## src/rtl/io_port_bridge_pkg.sv

```systemverilog
`default_nettype none
// ============================================================================
// Module      : io_port_bridge_pkg
// Description : Shared constants and types for the processor I/O port bridge.
//               IO_WIDTH          - processor datapath word width
//               IO_DEPTH_DEFAULT  - default entries per bridge FIFO
//               ERR_*_BIT         - bit positions if the sticky error flags
//                                   are later packed into a status word
// Revision    : 1.0 - initial release
// ============================================================================
package io_port_bridge_pkg;

    localparam int IO_WIDTH          = 16;
    localparam int IO_DEPTH_DEFAULT  = 4;

    localparam int ERR_UNDERFLOW_BIT = 0;
    localparam int ERR_OVERFLOW_BIT  = 1;

    // Sticky error flags, ordered so the packed value matches ERR_*_BIT.
    typedef struct packed {
        logic overflow;
        logic underflow;
    } err_flags_t;

endpackage : io_port_bridge_pkg
`default_nettype wire

```

## src/rtl/io_port_bridge_sync_fifo.sv

```systemverilog
`default_nettype none
// ============================================================================
// Module      : io_port_bridge_sync_fifo
// Description : Single-clock FIFO with count-based full/empty.
//               A push at full is accepted only if a pop happens in the same
//               cycle; a pop at empty is ignored (a simultaneous push at empty
//               still stores its word, giving count 1 -- no bypass).
//               The head word reads 0 while empty.
// Ports       : clock, rst        - clock, synchronous active-high reset
//               push, push_data   - write request and word
//               pop               - read request (advances head)
//               head_data         - current head word (0 when empty)
//               count             - occupancy 0..DEPTH
//               full, empty       - occupancy flags
// Revision    : 1.0 - initial release
// ============================================================================
module io_port_bridge_sync_fifo
    import io_port_bridge_pkg::*;
#(
    parameter int WIDTH = IO_WIDTH,
    parameter int DEPTH = IO_DEPTH_DEFAULT,
    parameter int AW    = $clog2(DEPTH)
) (
    input  logic             clock,
    input  logic             rst,
    input  logic             push,
    input  logic [WIDTH-1:0] push_data,
    input  logic             pop,
    output logic [WIDTH-1:0] head_data,
    output logic [AW:0]      count,
    output logic             full,
    output logic             empty
);

    localparam logic [AW:0] c_FULL_COUNT = (AW+1)'(DEPTH);

    logic [WIDTH-1:0] r_mem [DEPTH];
    logic [AW-1:0]    r_wptr;
    logic [AW-1:0]    r_rptr;
    logic [AW:0]      r_count;

    logic w_full;
    logic w_empty;
    logic w_pop_do;
    logic w_push_do;

    assign w_full    = (r_count == c_FULL_COUNT);
    assign w_empty   = (r_count == '0);
    assign w_pop_do  = pop & ~w_empty;
    // At full a push only fits because the same-cycle pop frees a slot.
    assign w_push_do = push & (~w_full | w_pop_do);

    always_ff @(posedge clock) begin
        if (rst) begin
            r_wptr  <= '0;
            r_rptr  <= '0;
            r_count <= '0;
        end else begin
            if (w_push_do) begin
                r_wptr <= r_wptr + AW'(1);
            end
            if (w_pop_do) begin
                r_rptr <= r_rptr + AW'(1);
            end
            r_count <= r_count + (AW+1)'(w_push_do) - (AW+1)'(w_pop_do);
        end
    end

    // Storage is deliberately not cleared by reset; only pointers are.
    always_ff @(posedge clock) begin
        if (!rst && w_push_do) begin
            r_mem[r_wptr] <= push_data;
        end
    end

    assign head_data = w_empty ? '0 : r_mem[r_rptr];
    assign count     = r_count;
    assign full      = w_full;
    assign empty     = w_empty;

endmodule : io_port_bridge_sync_fifo
`default_nettype wire

```

## src/rtl/io_port_bridge.sv

```systemverilog
`default_nettype none
// ============================================================================
// Module      : io_port_bridge
// Description : Peripheral beyond the processor's external I/O pins.
//               RX FIFO buffers producer words and feeds the processor's
//               read_in; TX FIFO buffers the processor's write_out words for
//               an external consumer. External sides are valid/ready, the
//               processor side uses single-cycle strobes.
// Ports       : clock, rst                     - clock, sync active-high reset
//               read_in, read_strobe           - RX head to processor / pop
//               write_out, write_strobe        - processor word / push TX
//               in_data, in_valid, in_ready    - producer handshake (RX)
//               out_data, out_valid, out_ready - consumer handshake (TX)
//               rx_count, tx_count             - FIFO occupancies
//               err_underflow, err_overflow    - sticky error flags
// Revision    : 1.0 - initial release
// ============================================================================
module io_port_bridge
    import io_port_bridge_pkg::*;
#(
    parameter int WIDTH = IO_WIDTH,
    parameter int DEPTH = IO_DEPTH_DEFAULT,
    parameter int AW    = $clog2(DEPTH)
) (
    input  logic             clock,
    input  logic             rst,
    output logic [WIDTH-1:0] read_in,
    input  logic             read_strobe,
    input  logic [WIDTH-1:0] write_out,
    input  logic             write_strobe,
    input  logic [WIDTH-1:0] in_data,
    input  logic             in_valid,
    output logic             in_ready,
    output logic [WIDTH-1:0] out_data,
    output logic             out_valid,
    input  logic             out_ready,
    output logic [AW:0]      rx_count,
    output logic [AW:0]      tx_count,
    output logic             err_underflow,
    output logic             err_overflow
);

    logic       w_rx_full;
    logic       w_rx_empty;
    logic       w_rx_push;
    logic       w_tx_full;
    logic       w_tx_empty;
    logic       w_tx_pop;
    err_flags_t r_err;

    // A pop in the same cycle makes room at full; read_strobe must come
    // from a processor register since it feeds in_ready combinationally.
    assign in_ready  = ~rst & (~w_rx_full | read_strobe);
    assign w_rx_push = in_valid & in_ready;

    assign out_valid = ~w_tx_empty;
    assign w_tx_pop  = out_valid & out_ready;

    io_port_bridge_sync_fifo #(
        .WIDTH (WIDTH),
        .DEPTH (DEPTH),
        .AW    (AW)
    ) u_rx_fifo (
        .clock     (clock),
        .rst       (rst),
        .push      (w_rx_push),
        .push_data (in_data),
        .pop       (read_strobe),
        .head_data (read_in),
        .count     (rx_count),
        .full      (w_rx_full),
        .empty     (w_rx_empty)
    );

    io_port_bridge_sync_fifo #(
        .WIDTH (WIDTH),
        .DEPTH (DEPTH),
        .AW    (AW)
    ) u_tx_fifo (
        .clock     (clock),
        .rst       (rst),
        .push      (write_strobe),
        .push_data (write_out),
        .pop       (w_tx_pop),
        .head_data (out_data),
        .count     (tx_count),
        .full      (w_tx_full),
        .empty     (w_tx_empty)
    );

    always_ff @(posedge clock) begin
        if (rst) begin
            r_err <= '0;
        end else begin
            if (read_strobe && w_rx_empty) begin
                r_err.underflow <= 1'b1;
            end
            // At full the write survives only when the consumer drains.
            if (write_strobe && w_tx_full && !out_ready) begin
                r_err.overflow <= 1'b1;
            end
        end
    end

    assign err_underflow = r_err.underflow;
    assign err_overflow  = r_err.overflow;

endmodule : io_port_bridge
`default_nettype wire

```

## config.mk

```make
export PLATFORM = sky130hd
export DESIGN_NAME = io_port_bridge
export DESIGN_NICKNAME = d
export VERILOG_FILES = /design/src/rtl/io_port_bridge_pkg.sv /design/src/rtl/io_port_bridge_sync_fifo.sv /design/src/rtl/io_port_bridge.sv
export SDC_FILE = /design/constraint.sdc
export NUM_CORES = 1
export LEC_CHECK = 0
export BUFFER_PORTS_ARGS = -buffer_cell sky130_fd_sc_hd__buf_2
export CORE_UTILIZATION = 35
export CTS_CLUSTER_SIZE = 12
export DETAILED_ROUTE_END_ITERATION = 8
export REMOVE_ABC_BUFFERS = 1
export SYNTH_ARGS = -nofsm -noshare
export SYNTH_HDL_FRONTEND = slang
export SYNTH_HIERARCHICAL = 1
export SYNTH_SLANG_ARGS = --single-unit
```

## constraint.sdc

```tcl
create_clock -name clock -period 7.3 [get_ports clock]
set_input_delay 0.365 -clock clock [delete_from_list [all_inputs] [get_ports clock]]
set_output_delay 0.365 -clock clock [all_outputs]
set_load 0.05 [all_outputs]
```

After elaboration in Yosys (flattened, before gate mapping):

Memory sizes are Yosys's and may differ from the RTL's. A register that Yosys moved wholly into a read port is not among the register bits.
Cells that the tools add are included.

* memories kept: 2
* bits of input ports: 38
* bits in writable memories: 128
* bits in registers: 16
* output and inout port bits: 42
* logic and storage cells: 54

Memories
* u_rx_fifo.r_mem: words 4, width 16, read ports 1, clocked after memory_dff 1, write ports 1, RTL line io_port_bridge_sync_fifo.sv:37 `logic [WIDTH-1:0] r_mem [DEPTH];`
* u_tx_fifo.r_mem: words 4, width 16, read ports 1, clocked after memory_dff 1, write ports 1, RTL line io_port_bridge_sync_fifo.sv:37

* multiplexer cells: 10
* reductions and logical operators: 9
* $add $sub $neg: 8
* eq/ne operators: 2
* bitwise gates (word level): 15

Operators with widths (number)
* 16-bit two-way mux: 2
* 2-bit by 1-bit adder with 2-bit output (second input constant): 4
* 2-bit two-way mux: 4
* 1-bit bitwise AND: 7
* 3-bit by 1-bit adder with 3-bit output: 2
* 3-bit == test (second input constant): 2
* 3-bit zero test: 2
* 3-bit by 1-bit subtractor with 3-bit output: 2
* 1-bit logical AND: 5
* 1-bit NOT: 5
* 1-bit two-way mux: 4
* 1-bit bitwise OR: 3
* 1-bit zero test: 2

Depth between registers and ports, before layout:

* depth in word-level cells: 9
* depth in mapped cells: 10
* gate-level depth less buffers: 10

Hierarchy:

Netlist, hierarchy kept.

Modules (own cells, without submodules)
* io_port_bridge_sync_fifo: instances 2, sequential area each 2102.0 um^2, area each 2891.5 um^2, cells an instance 150
* io_port_bridge: instances 1, sequential area each 40.0 um^2, area each 102.6 um^2, cells an instance 13

Least setup slack after synthesis:

Ideal clock, no wire load.

* kind: register -> register
* start point: reg u_tx_fifo.r_count[1], in the netlist u_tx_fifo/count[1]
* end point: mem u_tx_fifo/r_mem[2][0] (netlist name), enable pin
* data required time: 6887 ps
* data arrival time: 2748 ps
* stages on the path, launching flop included: 6
* library setup time: 413 ps
* clock period less this slack: 3161 ps
* slack: 4139 ps
* path buffers: 1
* path through: dfxtp_1 nor3_2 clkbuf_1 nor2b_2 o21ai_1 nor3b_1

* word-level cells in the longest chain between the ends: 9
* elaborated cells on any way between the ends: 11
* those cells by class: eq/ne: 1; mux: 2; bitwise: 6; reduce/logical: 2

RTL lines
* from (decl): RTL line io_port_bridge_sync_fifo.sv:40 `logic [AW:0] r_count;`
* from (signal assigned): RTL line io_port_bridge_sync_fifo.sv:65 `r_count <= r_count + (AW+1)'(w_push_do) - (AW+1)'(w_pop_do);`
* 3-bit zero test: RTL line io_port_bridge_sync_fifo.sv:48 `assign w_empty = (r_count == '0);`
* named net w_tx_empty: RTL line io_port_bridge.sv:47 `logic w_tx_empty;`
* 1-bit NOT: RTL line io_port_bridge.sv:56 `assign out_valid = ~w_tx_empty;`
* 1-bit bitwise AND: RTL line io_port_bridge.sv:57 `assign w_tx_pop = out_valid & out_ready;`
* named net w_tx_pop: RTL line io_port_bridge.sv:48 `logic w_tx_pop;`
* 1-bit bitwise AND: RTL line io_port_bridge_sync_fifo.sv:49 `assign w_pop_do = pop & ~w_empty;`
* 1-bit bitwise OR: RTL line io_port_bridge_sync_fifo.sv:51 `assign w_push_do = push & (~w_full | w_pop_do);`
* 1-bit bitwise AND: RTL line io_port_bridge_sync_fifo.sv:51
* 1-bit logical AND: RTL line io_port_bridge_sync_fifo.sv:71 `if (!rst && w_push_do) begin`
* 1-bit two-way mux: RTL line io_port_bridge_sync_fifo.sv:71
* 1-bit two-way mux (not written as such): RTL line io_port_bridge_sync_fifo.sv:72 `r_mem[r_wptr] <= push_data;`
* to (decl): RTL line io_port_bridge_sync_fifo.sv:37

The timed path passes the listed nets, and every way through them passes these cells.

==> impl_metrics.ini <==
[outcome]
outcome = finished clean

[power]
leakage_uw = 0.002532
vdd_drop_max_v = 0.0001700
swShare_pct = 36.48
total_power_uw = 2793
p_int_uw = 1774
seqPwrFrac_pct = 36.8
combinationalPowerShare_pct = 33.5
clkPwrFrac_pct = 29.7
power_density_nw_per_um2 = 388.4
switchingPower_uw = 1019

[cts]
cts_inserted_buffers = 17
htreeDepth = 4
clk_latency_ns = 0.41
ctsHoldBuffers = 0
clkTransAtPathRegs_ns = 0.06
cts_tree = built
cts_max_path_buffers = 2
clock_sinks = 148
cts_resized = 0
cts_root_buf = clkbuf_16
post-cts-setup-buffers = 0

[sta]
hold_ws_ns = 0.1621
worst_pin_slew_ns = 0.8556
setup-violations-final = 0
hold_viol = 0
final_max_slew_viol_count = 0
fmax_mhz = 374.4
slew_headroom_pct = 42.88
grt_setup_unrepaired = no
layout_setup_ws_ns = 4.629
fin_crit_sh_pct = 36.59
finalCriticalPeriod_ns = 2.671
fin_tns_setup_ns = 0
clock_skew_ns = 0.006199

[detailed_routing]
wl_um = 10760
drt_iter0_drc = 125
vias = 3016
drc_errors = 0
wire_per_inst_um = 16.71
firstDrtPassIters = 4
ant_nets = 0
routed_via_density = 4.683

[grt]
antenna_found_initial = 0
grt_pass1_wl_um = 17260
gr-total-overflow = 0
grt_pass1_vias = 3287
grtUsageTotal_pct = 13.56
grt_max_degree = 33

[yosys]
synth_edf_count = 128
synth_area_leaders = edfxtp_1 65%, mux4_2 12%, dfxtp_1 6.8%, nor2b_1 3.8%, ha_1 2.1%
syn-cell-area_um2 = 5886
yosys-top-cells-count = 128 x edfxtp_1, 36 x nor2b_1, 32 x mux4_2
synth.distinct_cells = 30
ys_warn_count = 6
yosysMostFrequentCell = edfxtp_1
synth_ff_type = edfxtp_1
netlist.area_leader.share_pct = 65.31
syn_inst = 313
syn_avg_cell_area_um2 = 18.80
yosys.area.top_type = edfxtp_1
ys_seq_area_share_pct = 72.11
async_flop_share_pct = 0
synth-seq-cells = 148

[setup_path]
cp-endpoint = read_in[9]
rr_startpoint = u_tx_fifo/count[1]$_SDFF_PP0_
cp-end-kind = output port
ff2ff_path_depth = 10
cp_slowest_cell = dfxtp_1
rrSetupSlack_ns = 4.67
critPathKind = reg -> out
crit_arrival_ns = 2.31
worstReg2RegEnd = u_tx_fifo/count[2]$_SDFF_PP0_
critPathBufInv = 2
worstSetupStartpointType = register
crit_path_cell_trace = buf_4 > mux4_2 > nor2b_1 > buf_2
cp.required_ns = 6.93
crit_fanout = 9
max_stage_delay_ns = 0.65
crit_cells = 4
crit_family = flip-flops

[die]
dieArea_um2 = 17340
row_count = 47
io_pins = 80
coreArea_um2 = 16520
die_y_um = 131.7
initial_core_util_pct = 35.62
die_w_um = 131.7

[placement]
portBuffers = 79
place_ws_ns = 4.639
hpwlAfterDp_um = 6825
gp_congestion = 0.7077
dpl_cell_area_um2 = 6624

[final_layout]
drive_gt1_share_pct = 39.15
final_area_um2 = 7192
nets = 461
diodes = 0
syn2layout_area_growth_pct = 22.19

[run]
cap_violations = 0

[hold_path]
hp-class = in -> reg
hold_depth = 1
## per-stage QoR
stage,utilization [%],instances
2_1_floorplan,-,301
3_3_place_gp,40.08,612
3_5_place_dp,40.08,612
4_1_cts,43.52,644
5_1_grt,43.52,644
6_report,43.52,644
## worst min path at each step
stage	start	end	slack, ns
after floorplan	rst	err_overflow$_SDFFE_PP0P_	0.43
after global placement	err_overflow$_SDFFE_PP0P_	err_overflow$_SDFFE_PP0P_	0.43
after detailed placement	err_overflow$_SDFFE_PP0P_	err_overflow$_SDFFE_PP0P_	0.44
after CTS	write_out[15]	u_tx_fifo/r_mem[0][15]$_DFFE_PP_	0.14
after global routing	write_out[15]	u_tx_fifo/r_mem[3][15]$_DFFE_PP_	0.15
final	write_out[15]	u_tx_fifo/r_mem[0][15]$_DFFE_PP_	0.16
## per-layer routing
| layer | up-vias | wire length (um) | GRT usage (%) |
|---|---|---|---|
| met3 | 14 | 549 | 4.591 |
| met1 | 1536 | 4465 | 15.15 |
| li1 | 1392 | - | - |
| met4 | 0 | 197 | 5.814 |
| met2 | 74 | 5550 | 23.49 |
| met5 | - | 0 | 0 |
## state kept, by name, summed over array words and instances, names as in the netlist, named ones only
name and count:
err_underflow 1, u_rx_fifo/count 3, u_tx_fifo/count 3, u_rx_fifo/r_rptr 2, u_rx_fifo/r_mem 64, u_rx_fifo/r_wptr 2
u_tx_fifo/r_rptr 2, u_tx_fifo/r_wptr 2, u_tx_fifo/r_mem 64, err_overflow 1
## cells by family (layout without fill, tap and decap cells)
group | after synthesis | count (layout) | synth area share, %
buffers and inverters | 24 | 135 | 1.828
adder cells (fa/ha/maj) | 12 | 12 | 2.806
flip-flops | 148 | 148 | 72.11
AO/OA/AOI/OAI | 14 | 14 | 1.488
multiplexers | 38 | 38 | 13.44
XOR/XNOR | 6 | 6 | 0.8929
AND/OR/NAND/NOR | 71 | 71 | 7.441
## placed cells by master, fill, tap and decap left out, types with 2 or more instances in the layout
master / n
inv_6: 2
mux2i_1: 4
edfxtp_1: 128
xor2_1: 2
a21oi_1: 5
o21ai_0: 2
nor2_1: 11
nor2b_1: 36
ha_1: 10
or3b_1: 2
inv_1: 12
o21ai_1: 2
nand2_1: 2
or2_2: 2
buf_2: 79
nor3b_2: 8
clkbuf_1: 4
dfxtp_1: 20
mux2_4: 2
clkbuf_16: 17
nor3_2: 2
clkinv_4: 3
mux4_2: 32
bufinv_16: 2
o31ai_1: 2
clkinvlp_4: 2
or3_1: 2
buf_4: 12
nand2b_1: 4
xnor2_1: 4
fa_1: 2
o21a_1: 2
## power groups by stage
stage / Clock (uW) / Combinational, uW / Sequential [uW]
after floorplan: 0 / 641 / 1110
after global placement: 0 / 941 / 1040
after detailed placement: 0 / 951 / 1050
after CTS: 854 / 954 / 1030
after global routing: 884 / 998 / 1040
final: 829 / 935 / 1030
## layout make-up
class	count	area [um^2]
Timing Repair Buffer	91	485.5
Inverter	12	45.04
Multi-Input combinational cell	141	1574
Clock inverter	11	127.6
Clock buffer	21	440.4
Sequential cell	148	4244
Fill cell	1462	9333
Tap cell	220	275.3
Power figures use the tool's default switching activity.
